===== src/rtl/pwm_duty_meter_if.sv =====
// pwm_duty_meter_if: PWM input and measurement result bundle
interface pwm_duty_meter_if #(
  parameter int CNT_W  = 24,
  parameter int DUTY_W = 8
);
  logic              pwm_in;
  logic [DUTY_W-1:0] duty;
  logic [CNT_W-1:0]  period;
  logic              duty_valid;
  logic              timeout;
  logic              overrun;
  modport master (output pwm_in, input duty, period, duty_valid, timeout, overrun);
  modport slave  (input pwm_in, output duty, period, duty_valid, timeout, overrun);
endinterface


===== src/rtl/pwm_duty_meter.sv =====
// pwm_duty_meter: measures PWM period and duty with a serial restoring divider
module pwm_duty_meter #(
  parameter int CNT_W  = 24,
  parameter int DUTY_W = 8
) (
  input  logic            clk,
  input  logic            reset_n,
  pwm_duty_meter_if.slave bus
);
  localparam int SW = $clog2(DUTY_W + 1);
  localparam logic [CNT_W-1:0] CNT_LAST = {{(CNT_W-1){1'b1}}, 1'b0};
  typedef enum logic {WAIT_FIRST, MEASURE} state_t;
  state_t state, state_nx;
  logic s1, s, s_d, armed;
  logic [1:0] fill;
  logic [CNT_W-1:0] period_cnt, high_cnt, den, rem;
  logic [DUTY_W-1:0] quo;
  logic [SW-1:0] step;
  logic busy, edge_cyc, cap, tmo, done, start, counting, ge;
  logic [CNT_W:0] rem2;
  // armed blocks a level that is already high at reset release from looking like an edge
  assign edge_cyc = s & ~s_d & armed;
  assign done     = busy && step == SW'(DUTY_W - 1);
  assign start    = cap && (!busy || done);
  assign counting = state == MEASURE && !edge_cyc && !tmo;
  assign rem2     = {rem, 1'b0};
  assign ge       = rem2 >= {1'b0, den};
  assign bus.overrun = cap && busy && !done;
  always_comb begin
    cap      = state == MEASURE && edge_cyc;
    tmo      = state == MEASURE && !edge_cyc && period_cnt == CNT_LAST;
    state_nx = tmo ? WAIT_FIRST : (edge_cyc ? MEASURE : state);
  end
  always_ff @(posedge clk or negedge reset_n) begin
    if (!reset_n) begin
      state          <= WAIT_FIRST;
      {s1, s, s_d}   <= '0;
      fill           <= '0;
      armed          <= 1'b0;
      period_cnt     <= '0;
      high_cnt       <= '0;
      den            <= '0;
      rem            <= '0;
      quo            <= '0;
      step           <= '0;
      busy           <= 1'b0;
      bus.duty       <= '0;
      bus.period     <= '0;
      bus.duty_valid <= 1'b0;
      bus.timeout    <= 1'b0;
    end else begin
      s1             <= bus.pwm_in;
      s              <= s1;
      s_d            <= s;
      fill           <= {fill[0], 1'b1};
      armed          <= armed | (fill[1] & ~s);
      state          <= state_nx;
      period_cnt     <= counting ? period_cnt + 1'b1 : '0;
      high_cnt       <= counting ? high_cnt + CNT_W'(s) : '0;
      bus.duty_valid <= 1'b0;
      bus.timeout    <= tmo;
      if (tmo) begin
        busy           <= 1'b0;
        bus.period     <= '1;
        bus.duty       <= s ? '1 : '0;
        bus.duty_valid <= 1'b1;
      end else begin
        if (busy) begin
          rem  <= ge ? CNT_W'(rem2 - {1'b0, den}) : rem2[CNT_W-1:0];
          quo  <= DUTY_W'({quo, ge});
          step <= step + 1'b1;
        end
        if (done) begin
          bus.duty       <= DUTY_W'({quo, ge});
          bus.period     <= den;
          bus.duty_valid <= 1'b1;
          busy           <= 1'b0;
        end
        // the +1 on high accounts for the previous edge cycle, which is always high
        if (start) begin
          rem  <= high_cnt + 1'b1;
          den  <= period_cnt + 1'b1;
          quo  <= '0;
          step <= '0;
          busy <= 1'b1;
        end
      end
    end
  end
endmodule


===== src/flat_wrapper.sv =====
// flat-port wrapper written by rule: the top's interface ports become plain ports
module pwm_duty_meter_flat 
#(
  parameter int CNT_W  = 24,
  parameter int DUTY_W = 8
)
  (clk, reset_n, bus_pwm_in, bus_duty, bus_period, bus_duty_valid, bus_timeout, bus_overrun);
  pwm_duty_meter_if #(.CNT_W(CNT_W), .DUTY_W(DUTY_W)) bus_i ();
  input  logic clk;
  input  logic reset_n;
  input wire logic [$bits(bus_i.pwm_in)-1:0] bus_pwm_in;
  output wire logic [$bits(bus_i.duty)-1:0] bus_duty;
  output wire logic [$bits(bus_i.period)-1:0] bus_period;
  output wire logic [$bits(bus_i.duty_valid)-1:0] bus_duty_valid;
  output wire logic [$bits(bus_i.timeout)-1:0] bus_timeout;
  output wire logic [$bits(bus_i.overrun)-1:0] bus_overrun;
  assign bus_i.pwm_in = bus_pwm_in;
  assign bus_duty = bus_i.duty;
  assign bus_period = bus_i.period;
  assign bus_duty_valid = bus_i.duty_valid;
  assign bus_timeout = bus_i.timeout;
  assign bus_overrun = bus_i.overrun;
  pwm_duty_meter #(.CNT_W(CNT_W), .DUTY_W(DUTY_W)) u_core (.clk(clk), .reset_n(reset_n), .bus(bus_i));
endmodule

===== config.mk =====
export PLATFORM = sky130hd
export DESIGN_NAME = pwm_duty_meter_flat
export DESIGN_NICKNAME = d
export VERILOG_FILES = /design/src/rtl/pwm_duty_meter_if.sv /design/src/rtl/pwm_duty_meter.sv /design/src/flat_wrapper.sv
export SDC_FILE = /design/constraint.sdc
export NUM_CORES = 1
export LEC_CHECK = 0
export ABC_AREA = 1
export CORE_ASPECT_RATIO = 2
export CORE_MARGIN = 2
export CORE_UTILIZATION = 35
export DETAILED_ROUTE_END_ITERATION = 6
export PLACE_DENSITY = 0.61
export SLEW_MARGIN = 20
export SYNTH_ARGS = -nofsm -noshare
export SYNTH_HDL_FRONTEND = slang
export SYNTH_SLANG_ARGS = --single-unit

===== constraint.sdc =====
create_clock -name clk -period 2.55 [get_ports clk]
set_clock_uncertainty 0.05 [all_clocks]
set_input_delay 0.51 -clock clk [delete_from_list [all_inputs] [get_ports clk]]
set_output_delay 0.51 -clock clk [all_outputs]
set_load 0.02 [all_outputs]

==> summary.txt <==
LEAKAGE - 4.99 nW
Port Buffer Count - 37
first-pass GRT wire length - 45.9 mm
drt drc - 0
final worst-path cycle share - 0.950
setup ws final - 0.127 ns
status - completed
area grow syn2layout - 17.3%
antenna fix cells - 0
fin util - 0.415
Synth Area in Compound Gates - 0.110
Final Max Tran Viols - 0
grt ovf - 0
wire per inst - 18.6 um
Pre-antenna DRT Iters - 5
setup violators final - 0
die height - 231 um
hpwl dp - 23.5 mm
CP Cell Sequence - inv_1, ha_1, nand2_1, nor2_2, nand2_1, nor2_4, nand4_2, nand3_2, buf_4, nand3_1, nand2_1, nand2_1
largest net degree at the start of global routing - 51
root buf cell - clkbuf_16
width of the die - 118 um
Fin. Hold Viols - 0
CTS H-Tree Depth - 4
initial antenna violation count - 0
Synth Area in Adders - 0.0437
register area share after synthesis - 0.412
Pwr Total - 11.9 mW
Fin Hold WS - 0.299 ns
DR vias/cell - 5.01
CP most frequent cell - nand2_1
Yosys Warn Count - 0
GRT Util Overall - 0.223
Top delay family on crit path - simple AND/OR/NAND/NOR gates
Setup crit end kind - flop
number of max-cap violations - 0
setup_tns - 0 ns
CP Buf/Inv Count - 2
setup bufs post-CTS - 0
Slowest-stage cell, CP - ha_1
Syn Nets - 1211
Die ar. - 0.0272 mm^2
Syn Inst Count - 1177
TritonCTS clock tree - yes
Row Count - 83
worst-margin pin slew - 0.667 ns
Worst-Skew Late Latency - 0.44 ns
Avg Cell Area, Syn - 7.68 um^2
Async S/R FF share, synth - 1.00
post-route insts no fill - 1593
number of CTS-inserted buffers - 17
CTS max path bufs - 2
CP max stage delay - 0.42 ns
P per Cell Area - 1120 mW/mm^2
fill count - 2642
FMAX - 413 MHz
fin nets - 1274
register bit total from synthesis - 149
Worst EP arrival - 2.70 ns
fin crit period - 2.42 ns
CORE AREA - 0.0255 mm^2
Multi-input gate area - 0.00452 mm^2
Slew HR - 0.555
largest family of logic cells by synthesized area - simple AND/OR/NAND/NOR gates
DRT iter0 DRCs - 510
Hold WC Path Type - reg2reg
IO Count - 38
Post-Route WL - 29.6 mm
Synth Flop Type - dfrtp_1
final instance area - 0.0106 mm^2
Synth Area in Simple Gates - 0.282
Critical Path RT - 2.83 ns
Worst VDD drop - 0.000559 V
number of synthesized flops with an enable pin - 0
Distinct cells, synth - 56
Synth Area in XOR/XNOR - 0.0523
GPL Wtd Cong - 0.956
clk slew on worst S/H paths - 0.07 ns
Place WS - -0.173 ns
Syn Std Cell Area - 0.00904 mm^2
Initial Utilization - 0.354
highest net fanout along the worst path - 5
Placed Cells - 1560
crit path kind - reg2reg
post-synthesis mux area share - 0.00111
placed cell area - 0.00993 mm^2
ratio of cells with drive above 1 in the final layout - 0.113
via count - 7978
crit path launch type - flop
vias in the first global route - 8232
Post-DRT Antenna Nets - 0
FF/Latch Area - 0.00373 mm^2
CTS sink cnt - 149
[power breakdown]
| group | internal (mW) | switching [mW] |
|---|---|---|
| logic | 2.30 | 3.73 |
| clock network | 1.33 | 1.11 |
| registers | 2.96 | 0.490 |
| total | 6.59 | 5.33 |
[synthesized netlist by cell type (2+ instances only)]
master / n / area [um^2]
ha_1: 30 / 375
nand3_2: 4 / 40.0
nor2_1: 151 / 567
nor3_1: 14 / 70.1
clkbuf_1: 4 / 15.0
nand3_1: 63 / 315
o22ai_1: 8 / 50.1
xnor2_1: 23 / 201
a21oi_2: 22 / 193
inv_1: 173 / 649
buf_2: 11 / 55.1
a31oi_1: 2 / 12.5
nor4_1: 7 / 43.8
nand4_2: 3 / 37.5
buf_6: 9 / 101
xor2_1: 31 / 272
nor2_4: 2 / 22.5
inv_2: 8 / 30.0
a21oi_1: 53 / 265
a211oi_1: 4 / 30.0
o21bai_1: 3 / 22.5
nor2_2: 7 / 43.8
o211ai_1: 10 / 75.1
and2_1: 4 / 25.0
nand3b_1: 4 / 30.0
nand2_1: 266 / 998
o21ai_0: 38 / 190
dfrtp_1: 149 / 3730
o31ai_1: 2 / 15.0
a22oi_1: 5 / 37.5
nand2_2: 3 / 18.8
buf_4: 4 / 30.0
a21o_1: 2 / 15.0
nand2_4: 3 / 33.8
nand4_1: 23 / 144
o21ai_1: 11 / 55.1
nor3_4: 2 / 32.5
[state kept, by name, summed over array words and instances, names as in the netlist, 2 cells and up]
register	count
u_core.bus.duty	8
u_core.bus.period	24
u_core.den	24
u_core.fill	2
u_core.high_cnt	24
u_core.period_cnt	24
u_core.quo	7
u_core.rem	24
u_core.step	4
[final cells by class]
| cell class | count | area share |
|---|---|---|
| clock buffers | 19 | 0.0427 |
| clock inverters | 13 | 0.0104 |
| inverters | 182 | 0.0649 |
| multi-input cells | 818 | 0.426 |
| flip-flops and latches | 149 | 0.352 |
| well taps | 340 | 0.0401 |
| repair buffers | 72 | 0.0643 |
[cell families (layout without fill, tap and decap cells)]
kind of cell | count (synthesis) | in the layout
compound gates | 164 | 164
xor+xnor | 54 | 54
fa+ha+maj | 31 | 31
buf+inv | 210 | 286
flops | 149 | 149
mux | 1 | 1
other cells | 1 | 1
simple gates | 567 | 567
[final timing paths]
check	startpoint	to	slack, ns	cells past startpoint
worst min register to register	u_core.s1	u_core.s	0.30	0
max in group asynchronous	reset_n	u_core.den[3]	1.26	3
worst max register to register	u_core.den[13]	u_core.rem[21]	0.13	12
worst min-delay path	u_core.s1	u_core.s	0.30	0
worst max-delay path	u_core.den[13]	u_core.rem[21]	0.13	12
min in group asynchronous	reset_n	u_core.high_cnt[16]	0.51	2
[layout by cell type, fill, tap and decap left out, types with 4 or more instances in the layout]
cell type | synthesis | layout
nand3b_1 | 4 | 4
xnor2_1 | 23 | 23
nand4_1 | 23 | 23
o22ai_1 | 8 | 8
nor2_1 | 151 | 147
ha_4 | 0 | 6
clkdlybuf4s50_1 | 0 | 35
nor4_1 | 7 | 7
inv_1 | 173 | 173
inv_2 | 8 | 8
nand2_2 | 3 | 5
a22oi_1 | 5 | 5
dfrtp_1 | 149 | 149
clkbuf_16 | 0 | 17
xor2_1 | 31 | 31
inv_6 | 1 | 7
ha_1 | 30 | 24
nand2_1 | 266 | 264
nor3_1 | 14 | 14
a211oi_1 | 4 | 4
o21ai_1 | 11 | 11
a21oi_1 | 53 | 53
nand3_1 | 63 | 63
buf_4 | 4 | 30
a21oi_2 | 22 | 22
nor2_2 | 7 | 10
o211ai_1 | 10 | 10
o21ai_0 | 38 | 38
nand3_2 | 4 | 4
and2_1 | 4 | 4
[timing repair]
action	4_1_cts	5_1_grt
gates resized for setup	5	14
pin swaps	0	1
endpoints found under the hold margin	37	0
hold buffers	1	0
endpoints found under the setup margin	24	26
[per-layer routing]
layer / routed length [um] / part of all wire / GRT usage / vias to the layer above
met5: 0 / 0 / 0 / -
met3: 1040 / 0.035 / 0.0303 / 91
met4: 2050 / 0.069 / 0.149 / 0
li1: - / - / - / 3891
met1: 10100 / 0.34 / 0.219 / 3752
met2: 16400 / 0.56 / 0.428 / 244
Note: power is estimated with default switching activity, not from simulation.
